[config.mk]
export PLATFORM = sky130hd
export DESIGN_NAME = fetch_sequencer_flat
export DESIGN_NICKNAME = d
export VERILOG_FILES = /design/src/rtl/fetch_pkg.sv /design/src/rtl/fetch_sequencer_if.sv /design/src/rtl/fetch_sequencer.sv /design/src/flat_wrapper.sv
export SDC_FILE = /design/constraint.sdc
export NUM_CORES = 1
export LEC_CHECK = 0
export CORE_MARGIN = 5
export CORE_UTILIZATION = 51
export CTS_CLUSTER_DIAMETER = 150
export DETAILED_ROUTE_END_ITERATION = 16
export PLACE_DENSITY = 0.93
export SETUP_SLACK_MARGIN = 0.1
export SKIP_CTS_REPAIR_TIMING = 1
export SYNTH_ARGS = -nofsm -noshare
export SYNTH_HDL_FRONTEND = slang
export SYNTH_SLANG_ARGS = --single-unit
[constraint.sdc]
create_clock -name clk -period 6.6 [get_ports clk]
set_input_delay 1.32 -clock clk [delete_from_list [all_inputs] [get_ports clk]]
set_output_delay 1.32 -clock clk [all_outputs]
set_load 0.02 [all_outputs]
[src/rtl/fetch_pkg.sv]
`default_nettype none
// ============================================================================
// Package  : fetch_pkg
// Summary  : Shared fetch-path types, sizing constants and decoder opcodes.
// Revision : 1.0
// ============================================================================
package fetch_pkg;

   localparam int INSTR_W     = 32;
   localparam int LINE_W      = 64;
   localparam int INSTR_BYTES = 4;
   localparam int LINE_BYTES  = 8;

   typedef enum logic [2:0] {
      IDLE  = 3'd0,
      REQ   = 3'd1,
      WAIT  = 3'd2,
      DRAIN = 3'd3,
      FLUSH = 3'd4
   } fetch_state_t;

   typedef enum logic [6:0] {
      OP_LOAD   = 7'b0000011,
      OP_IMM    = 7'b0010011,
      OP_AUIPC  = 7'b0010111,
      OP_STORE  = 7'b0100011,
      OP_REG    = 7'b0110011,
      OP_LUI    = 7'b0110111,
      OP_BRANCH = 7'b1100011,
      OP_JALR   = 7'b1100111,
      OP_JAL    = 7'b1101111,
      OP_SYSTEM = 7'b1110011
   } opcode_t;

endpackage
`default_nettype wire

[src/rtl/fetch_sequencer_if.sv]
`default_nettype none
// ============================================================================
// Interface : fetch_sequencer_if
// Summary   : Memory read port and decoder-side instruction handshake.
// Revision  : 1.0
// ============================================================================
interface fetch_sequencer_if #(
   parameter int ADDR_W = 64
);
   import fetch_pkg::*;

   logic                mem_req_valid;
   logic                mem_req_ready;
   logic [ADDR_W-1:0]   mem_req_addr;
   logic                mem_resp_valid;
   logic [LINE_W-1:0]   mem_resp_data;
   logic                instr_valid;
   logic                instr_ready;
   logic [INSTR_W-1:0]  instr;
   logic [ADDR_W-1:0]   instr_pc;

   modport master (
      output mem_req_valid, mem_req_addr, instr_valid, instr, instr_pc,
      input  mem_req_ready, mem_resp_valid, mem_resp_data, instr_ready
   );

   modport slave (
      input  mem_req_valid, mem_req_addr, instr_valid, instr, instr_pc,
      output mem_req_ready, mem_resp_valid, mem_resp_data, instr_ready
   );

endinterface
`default_nettype wire

[src/rtl/fetch_sequencer.sv]
`default_nettype none
// ============================================================================
// Module   : fetch_sequencer
// Summary  : Fetches 64-bit lines and hands them to the decoder one word at a time.
// Revision : 1.0
// ============================================================================
module fetch_sequencer #(
   parameter int ADDR_W  = 64,
   parameter int LINE_W  = 64,
   parameter int INSTR_W = 32
) (
   input  wire logic              clk,
   input  wire logic              reset,
   input  wire logic              start,
   input  wire logic [ADDR_W-1:0] entry_pc,
   input  wire logic              redirect_valid,
   input  wire logic [ADDR_W-1:0] redirect_pc,
   output logic                   busy,
   fetch_sequencer_if.master      bus
);
   import fetch_pkg::*;

   localparam logic [ADDR_W-1:0] C_WORD_MASK = ~ADDR_W'(INSTR_BYTES - 1);
   localparam logic [ADDR_W-1:0] C_LINE_MASK = ~ADDR_W'(LINE_BYTES - 1);

   fetch_state_t        state_q, state_d;
   logic [ADDR_W-1:0]   pc_q, pc_d;
   logic [LINE_W-1:0]   line_q, line_d;
   logic                slot_q, slot_d;

   logic                mem_req_valid_q, mem_req_valid_d;
   logic [ADDR_W-1:0]   mem_req_addr_q, mem_req_addr_d;
   logic                instr_valid_q, instr_valid_d;
   logic [INSTR_W-1:0]  instr_q, instr_d;
   logic [ADDR_W-1:0]   instr_pc_q, instr_pc_d;
   logic                busy_q, busy_d;

   always_comb begin
      state_d = state_q;
      pc_d    = pc_q;
      line_d  = line_q;
      slot_d  = slot_q;

      case (state_q)
         IDLE: begin
            if (start) begin
               pc_d    = entry_pc & C_WORD_MASK;
               state_d = REQ;
            end
         end
         REQ: begin
            if (bus.mem_req_ready) state_d = WAIT;
         end
         WAIT: begin
            if (bus.mem_resp_valid) begin
               line_d  = bus.mem_resp_data;
               slot_d  = pc_q[2];
               state_d = DRAIN;
            end
         end
         DRAIN: begin
            if (bus.instr_ready) begin
               pc_d = pc_q + ADDR_W'(INSTR_BYTES);
               if (slot_q) state_d = REQ;
               else        slot_d  = 1'b1;
            end
         end
         FLUSH: begin
            if (bus.mem_resp_valid) state_d = REQ;
         end
         default: state_d = IDLE;
      endcase

      // Redirect overrides everything; FLUSH is only needed while a response is still owed.
      if (redirect_valid && (state_q != IDLE)) begin
         pc_d   = redirect_pc & C_WORD_MASK;
         line_d = '0;
         slot_d = 1'b0;
         case (state_q)
            REQ:     state_d = bus.mem_req_ready  ? FLUSH : REQ;
            WAIT:    state_d = bus.mem_resp_valid ? REQ   : FLUSH;
            DRAIN:   state_d = REQ;
            FLUSH:   state_d = bus.mem_resp_valid ? REQ   : FLUSH;
            default: state_d = IDLE;
         endcase
      end

      // Outputs are registered from the next state so they line up with state_q.
      mem_req_valid_d = (state_d == REQ);
      mem_req_addr_d  = (state_d == REQ) ? (pc_d & C_LINE_MASK) : '0;
      instr_valid_d   = (state_d == DRAIN);
      instr_d         = '0;
      instr_pc_d      = '0;
      if (state_d == DRAIN) begin
         instr_d    = slot_d ? line_d[LINE_W-1 -: INSTR_W] : line_d[INSTR_W-1:0];
         instr_pc_d = pc_d;
      end
      busy_d = (state_d != IDLE);
   end

   always_ff @(posedge clk) begin
      if (reset) begin
         state_q         <= IDLE;
         pc_q            <= '0;
         line_q          <= '0;
         slot_q          <= 1'b0;
         mem_req_valid_q <= 1'b0;
         mem_req_addr_q  <= '0;
         instr_valid_q   <= 1'b0;
         instr_q         <= '0;
         instr_pc_q      <= '0;
         busy_q          <= 1'b0;
      end else begin
         state_q         <= state_d;
         pc_q            <= pc_d;
         line_q          <= line_d;
         slot_q          <= slot_d;
         mem_req_valid_q <= mem_req_valid_d;
         mem_req_addr_q  <= mem_req_addr_d;
         instr_valid_q   <= instr_valid_d;
         instr_q         <= instr_d;
         instr_pc_q      <= instr_pc_d;
         busy_q          <= busy_d;
      end
   end

   assign bus.mem_req_valid = mem_req_valid_q;
   assign bus.mem_req_addr  = mem_req_addr_q;
   assign bus.instr_valid   = instr_valid_q;
   assign bus.instr         = instr_q;
   assign bus.instr_pc      = instr_pc_q;
   assign busy              = busy_q;

endmodule
`default_nettype wire

[src/flat_wrapper.sv]
// flat-port wrapper written by rule: the top's interface ports become plain ports
module fetch_sequencer_flat import fetch_pkg::*;
#(
   parameter int ADDR_W  = 64,
   parameter int LINE_W  = 64,
   parameter int INSTR_W = 32
)
  (clk, reset, start, entry_pc, redirect_valid, redirect_pc, busy, bus_mem_req_valid, bus_mem_req_addr, bus_instr_valid, bus_instr, bus_instr_pc, bus_mem_req_ready, bus_mem_resp_valid, bus_mem_resp_data, bus_instr_ready);
  fetch_sequencer_if #(.ADDR_W(ADDR_W)) bus_i ();
  input  wire logic clk;
  input  wire logic reset;
  input  wire logic start;
  input  wire logic [ADDR_W-1:0] entry_pc;
  input  wire logic redirect_valid;
  input  wire logic [ADDR_W-1:0] redirect_pc;
  output logic busy;
  output wire logic [$bits(bus_i.mem_req_valid)-1:0] bus_mem_req_valid;
  output wire logic [$bits(bus_i.mem_req_addr)-1:0] bus_mem_req_addr;
  output wire logic [$bits(bus_i.instr_valid)-1:0] bus_instr_valid;
  output wire logic [$bits(bus_i.instr)-1:0] bus_instr;
  output wire logic [$bits(bus_i.instr_pc)-1:0] bus_instr_pc;
  input wire logic [$bits(bus_i.mem_req_ready)-1:0] bus_mem_req_ready;
  input wire logic [$bits(bus_i.mem_resp_valid)-1:0] bus_mem_resp_valid;
  input wire logic [$bits(bus_i.mem_resp_data)-1:0] bus_mem_resp_data;
  input wire logic [$bits(bus_i.instr_ready)-1:0] bus_instr_ready;
  assign bus_mem_req_valid = bus_i.mem_req_valid;
  assign bus_mem_req_addr = bus_i.mem_req_addr;
  assign bus_instr_valid = bus_i.instr_valid;
  assign bus_instr = bus_i.instr;
  assign bus_instr_pc = bus_i.instr_pc;
  assign bus_i.mem_req_ready = bus_mem_req_ready;
  assign bus_i.mem_resp_valid = bus_mem_resp_valid;
  assign bus_i.mem_resp_data = bus_mem_resp_data;
  assign bus_i.instr_ready = bus_instr_ready;
  fetch_sequencer #(.ADDR_W(ADDR_W), .LINE_W(LINE_W), .INSTR_W(INSTR_W)) u_core (.clk(clk), .reset(reset), .start(start), .entry_pc(entry_pc), .redirect_valid(redirect_valid), .redirect_pc(redirect_pc), .busy(busy), .bus(bus_i));
endmodule
# Word-level counts from Yosys, hierarchy flattened

Cells that the tools add are included.

Reduce and logical (&&, ||, !) cells: 7
Bitwise operators: 2
Multiplexer cells: 23
Add/subtract/negate cells: 1
Eq/ne operators: 6

Operators with widths:

| operator                                                              | number |
|---|---|
| 64-bit two-way mux                                                    | 6 |
| 64-bit case mux with 2 select lines                                   | 1 |
| 64-bit by 3-bit adder with 64-bit output, second input constant       | 1 |
| 32-bit two-way mux                                                    | 1 |
| 3-bit two-way mux                                                     | 9 |
| 3-bit case mux with 5 select lines                                    | 1 |
| 3-bit by 2-bit equality test with 1-bit output, second input constant | 3 |
| 3-bit case mux with 3 select lines                                    | 1 |
| 3-bit by 1-bit equality test with 1-bit output, second input constant | 2 |
| 3-bit nonzero test                                                    | 2 |
| 2-bit OR reduction                                                    | 3 |
| 3-bit equality test, second input constant                            | 1 |
| 3-bit logical NOT                                                     | 1 |
| 1-bit two-way mux                                                     | 3 |
| 1-bit inverter                                                        | 2 |
| 1-bit case mux with 2 select lines                                    | 1 |
| 1-bit logical AND                                                     | 1 |

Input port bits: 199
Bits in registers: 295

# Logic depth before layout (Yosys ltp)

Depth after elaboration: 7
Mapped depth: 10
Depth with buffers taken out: 7

# Worst setup path before layout

No wires, ideal clock.

Kind: input to register
Start point: input bus_instr_ready
End point: register u_core.mem_req_addr_q[54], in the netlist u_core.bus.mem_req_addr[54]
Data arrival time: 2.988 ns
Setup slack: 3.479 ns
Cell stages on the path: 7
Data required time: 6.467 ns
Buffers on the path: 1
Cells stage by stage: buf_2 > nand2_1 > nor4_4 > nand4_1 > mux2i_1 > a2111oi_2 > nor3_1

Longest elaborated chain between the ends: 6

Ends and longest elaborated chain:

| element                                        | RTL line               | text |
|---|---|---|
| from (decl)                                    | flat_wrapper.sv:25     | `input wire logic [$bits(bus_i.instr_ready)-1:0] bus_instr_ready;` |
| 3-bit two-way mux                              | fetch_sequencer.sv:62  | `if (bus.instr_ready) begin` |
| 3-bit case mux with 5 select lines             | fetch_sequencer.sv:44  | `case (state_q)` |
| 3-bit two-way mux                              | fetch_sequencer.sv:75  | `if (redirect_valid && (state_q != IDLE)) begin` |
| 3-bit by 1-bit equality test with 1-bit output | fetch_sequencer.sv:90  | `mem_req_addr_d = (state_d == REQ) ? (pc_d & C_LINE_MASK) : '0;` |
| 1-bit inverter (no line)                       | --                     |  |
| 2-bit OR reduction (no line)                   | --                     |  |
| to (signal assigned)                           | fetch_sequencer.sv:119 | `mem_req_addr_q <= mem_req_addr_d;` |
| to (decl)                                      | fetch_sequencer.sv:32  | `logic [ADDR_W-1:0] mem_req_addr_q, mem_req_addr_d;` |

Several ways; a longest one is shown, not always the timed one.
A chain may end at the register's enable or synchronous reset.

# Worst setup path in the final report

Start point: input bus_mem_resp_valid
End point: register u_core.instr_q[18], in the netlist u_core.bus.instr[18]

Longest elaborated chain between the ends: 6

Ends and longest elaborated chain:

| element                                                                                  | RTL line                                     | text |
|---|---|---|
| from (decl)                                                                              | flat_wrapper.sv:23                           | `input wire logic [$bits(bus_i.mem_resp_valid)-1:0] bus_mem_resp_valid;` |
| 3-bit two-way mux, on equally long branches                                              | --                                           |  |
| 3-bit case mux with 5 select lines or 3-bit case mux with 3 select lines (tied branches) | fetch_sequencer.sv:44, fetch_sequencer.sv:79 |  |
| 3-bit two-way mux                                                                        | fetch_sequencer.sv:75                        |  |
| 3-bit by 2-bit equality test with 1-bit output                                           | fetch_sequencer.sv:94                        | `if (state_d == DRAIN) begin` |
| 1-bit inverter (no line)                                                                 | --                                           |  |
| 2-bit OR reduction (no line)                                                             | --                                           |  |
| to (signal assigned)                                                                     | fetch_sequencer.sv:121                       | `instr_q <= instr_d;` |
| to (decl)                                                                                | fetch_sequencer.sv:34                        | `logic [INSTR_W-1:0] instr_q, instr_d;` |

Several ways; a longest one is shown, not always the timed one.

==> reports/metrics.cfg <==
[die]
die_area_um2=28700
num_rows=58
boundaryPins=362
core_um2=25100
start_util_pct=51.6
die_w_um=169
die_h_um=169

[detailed_routing]
ant_nets=0
vias_per_cell=6.16
via_count=13621
wire_per_inst_um=21.3
first_pass_iters=7
drtIter0Drc=1978
drc_errors=0
wl_um=47200

[setup_path]
cp_max_fo=65
max_stage_delay_ns=0.59
reg2reg_from=u_core.state_q[1]$_SDFF_PP0_
crit_top_cell=buf_4
setup.worst_path.end_class=flop
cp_slowest_cell=clkdlybuf4s50_1
crit_chain=clkdlybuf4s50_1, and4bb_2, buf_4, nand2_1, nand3_4, buf_4, mux2_2, nor2_1, a211oi_1
required_ns=6.97
critical_path_class=input pin to flop
critPathLaunch=bus_mem_resp_valid
start_kind=input pin
worst_ep_arrival_time_ns=4.53

[power_and_ir_drop]
power_density_nw_per_um2=258
ir_drop_uv=268
p_leak_nw=6.14
p_total_mw=4.53

[run]
cap_violations=0

[clocking]
cts_buffer_depth=3
cts_root_buf=clkbuf_16
insertion_delay_ns=0.55
path_clk_slew_ns=0.07
htreeDepth=1
numClockSinks=292
cts_buffers=29
cts_tree=done

[global_route]
grt_pass1_vias=13318
grt_max_degree=110
grt_pass1_wl_um=72900
antenna_found_initial=8
gr-total-overflow=0
track_usage_pct=31.3

[layout]
seq_area_um2=5850
fillCellCount=1827
mostFrequentLayoutCells=clkdlybuf4s50_1 (353), dfxtp_1 (292), nor2_1 (229)
nNetsFinal=2055
multiInputGateArea_um2=6590
area_growth_pct=35.7
drive_gt1_share_pct=7.25
layout_commonest_cell=clkdlybuf4s50_1

[logic_synthesis]
synth_cell_types=78
synth_area_um2=12900
async_reset_ff_share_pct=0
ys_ff_latch=292
yosysSeqAreaShare_pct=45.2
yosys_warnings=0
netlist_instances=1574
avgSynthCellArea_um2=8.23
synth_edf_count=0
synthFlopType=dfxtp_1

[sta]
slew_violations=0
finalCriticalPeriod_ns=4.16
worst_slack_ns=2.44
fin_crit_sh_pct=63.0
fmax_mhz=241
finClkSkew_ns=0.0158
rsz0062_at_grt=no
worstMarginPinSlew_ns=1.09
setup_viol=0
relSlewSlack_pct=27.2
fin_tns_setup_ns=0
finalHoldViolations=0

[placement]
dp_slack_ns=1.92
hpwlAfterDp_um=32500
gp_congestion=0.952
port_buffers=354

[status]
status=complete, no violations

[hold_path]
hold_class=flop to flop
worstHoldStart=u_core.pc_q[0]$_SDFF_PP0_

layer usage:
metal  share of wire, %  track usage [%]  wire, um  vias up
li1                   -                -         -     6165
met1                 35             36.5     16600     6247
met2                 47             52.4     22100      994
met3                 12             9.50      5840      211
met4                5.4             15.8      2560        4
met5              0.053                0        25        -
report_power, final:
group | internal [mW] | switching (mW)
Clock | 1.00 | 0.719
Combinational | 0.358 | 0.482
Sequential | 1.86 | 0.112
cells in the mapped netlist (4+ instances only):
library cell	number	area, um2
dfxtp_1	292	5850
nor2_1	230	863
nand2_1	196	736
a21oi_1	154	771
nor3_1	78	390
clkbuf_1	74	278
o21ai_0	53	265
nand3_1	48	240
mux2i_1	41	410
buf_2	37	185
a211oi_1	35	263
mux2_2	35	394
nand4_1	31	194
a31oi_1	18	113
nor4_1	18	113
and3_1	16	100
nor2b_1	13	81.3
and4_1	11	96.3
inv_1	11	41.3
a221o_1	10	100
and2_1	10	62.6
buf_1	10	37.5
o211ai_1	9	67.6
a221oi_1	7	61.3
o22ai_1	7	43.8
or3_1	7	43.8
xor2_1	7	61.3
o21a_1	6	45.0
o31a_1	6	52.6
o31ai_1	6	45.0
or4_1	6	45.0
nand2b_1	5	31.3
xnor2_1	5	43.8
a22oi_1	4	30.0
buf_4	4	30.0
nor3b_1	4	30.0
nor4_2	4	50.1
o311a_1	4	40.0
path summary, 6_finish.rpt:
kind / cells after the start / to / slack, ns
max: 9 / u_core.bus.instr[18]$_SDFF_PP0_ / 2.44
min: 2 / u_core.pc_q[0]$_SDFF_PP0_ / 0.44
max reg2reg: 8 / u_core.bus.instr[18]$_SDFF_PP0_ / 2.65
min reg2reg: 2 / u_core.pc_q[0]$_SDFF_PP0_ / 0.44
per-stage QoR:
stage | util [%] | cells | hold slack [ns] | cell area (um2)
2_1_floorplan | - | 1576 | 0.419 | 13000
3_3_place_gp | 66.0 | 2154 | 0.427 | 16600
3_5_place_dp | 66.0 | 2154 | 0.435 | 16600
4_1_cts | 69.9 | 2206 | 0.444 | 17600
5_1_grt | 70.0 | 2210 | 0.472 | 17600
6_report | 70.0 | 2212 | 0.438 | 17600
logic make-up (layout without fill, tap and decap cells):
kind of cell             Yosys count  in the layout  share of synthesized area (%)
adder cells (fa/ha/maj)            1              1                         0.0966
buffers and inverters            136            436                           4.42
multiplexers                      76             76                           6.21
flip-flops                       292            292                           45.2
XOR/XNOR                          12             12                          0.812
other                              1              9                         0.0290
AND/OR/NAND/NOR                  705            705                           26.4
AO/OA/AOI/OAI                    351            351                           16.8
registers in the layout, summed over array words and instances, names as in the netlist:
signal	flops
u_core.pc_q	64
u_core.line_q	64
u_core.bus.mem_req_addr	61
u_core.busy	1
u_core.state_q	3
u_core.bus.mem_req_valid	1
u_core.bus.instr	32
u_core.bus.instr_valid	1
u_core.slot_q	1
u_core.bus.instr_pc	64
worst max-delay path, delay by kind of cell:
family / cells / cell delay, ns
simple gates: 4 / 1.18
compound gates: 1 / 0.08
buf+inv: 3 / 1.53
mux: 1 / 0.38
area by class of cell:
class,instances,share of cell area (%)
multi-input combinational,1148,37.5
timing repair buffer,373,20.9
tap,330,2.35
antenna,6,0.0854
clock inverter,13,0.876
clock buffer,39,4.74
sequential,292,33.3
inverter,11,0.235
Power figures use the tool's default switching activity.
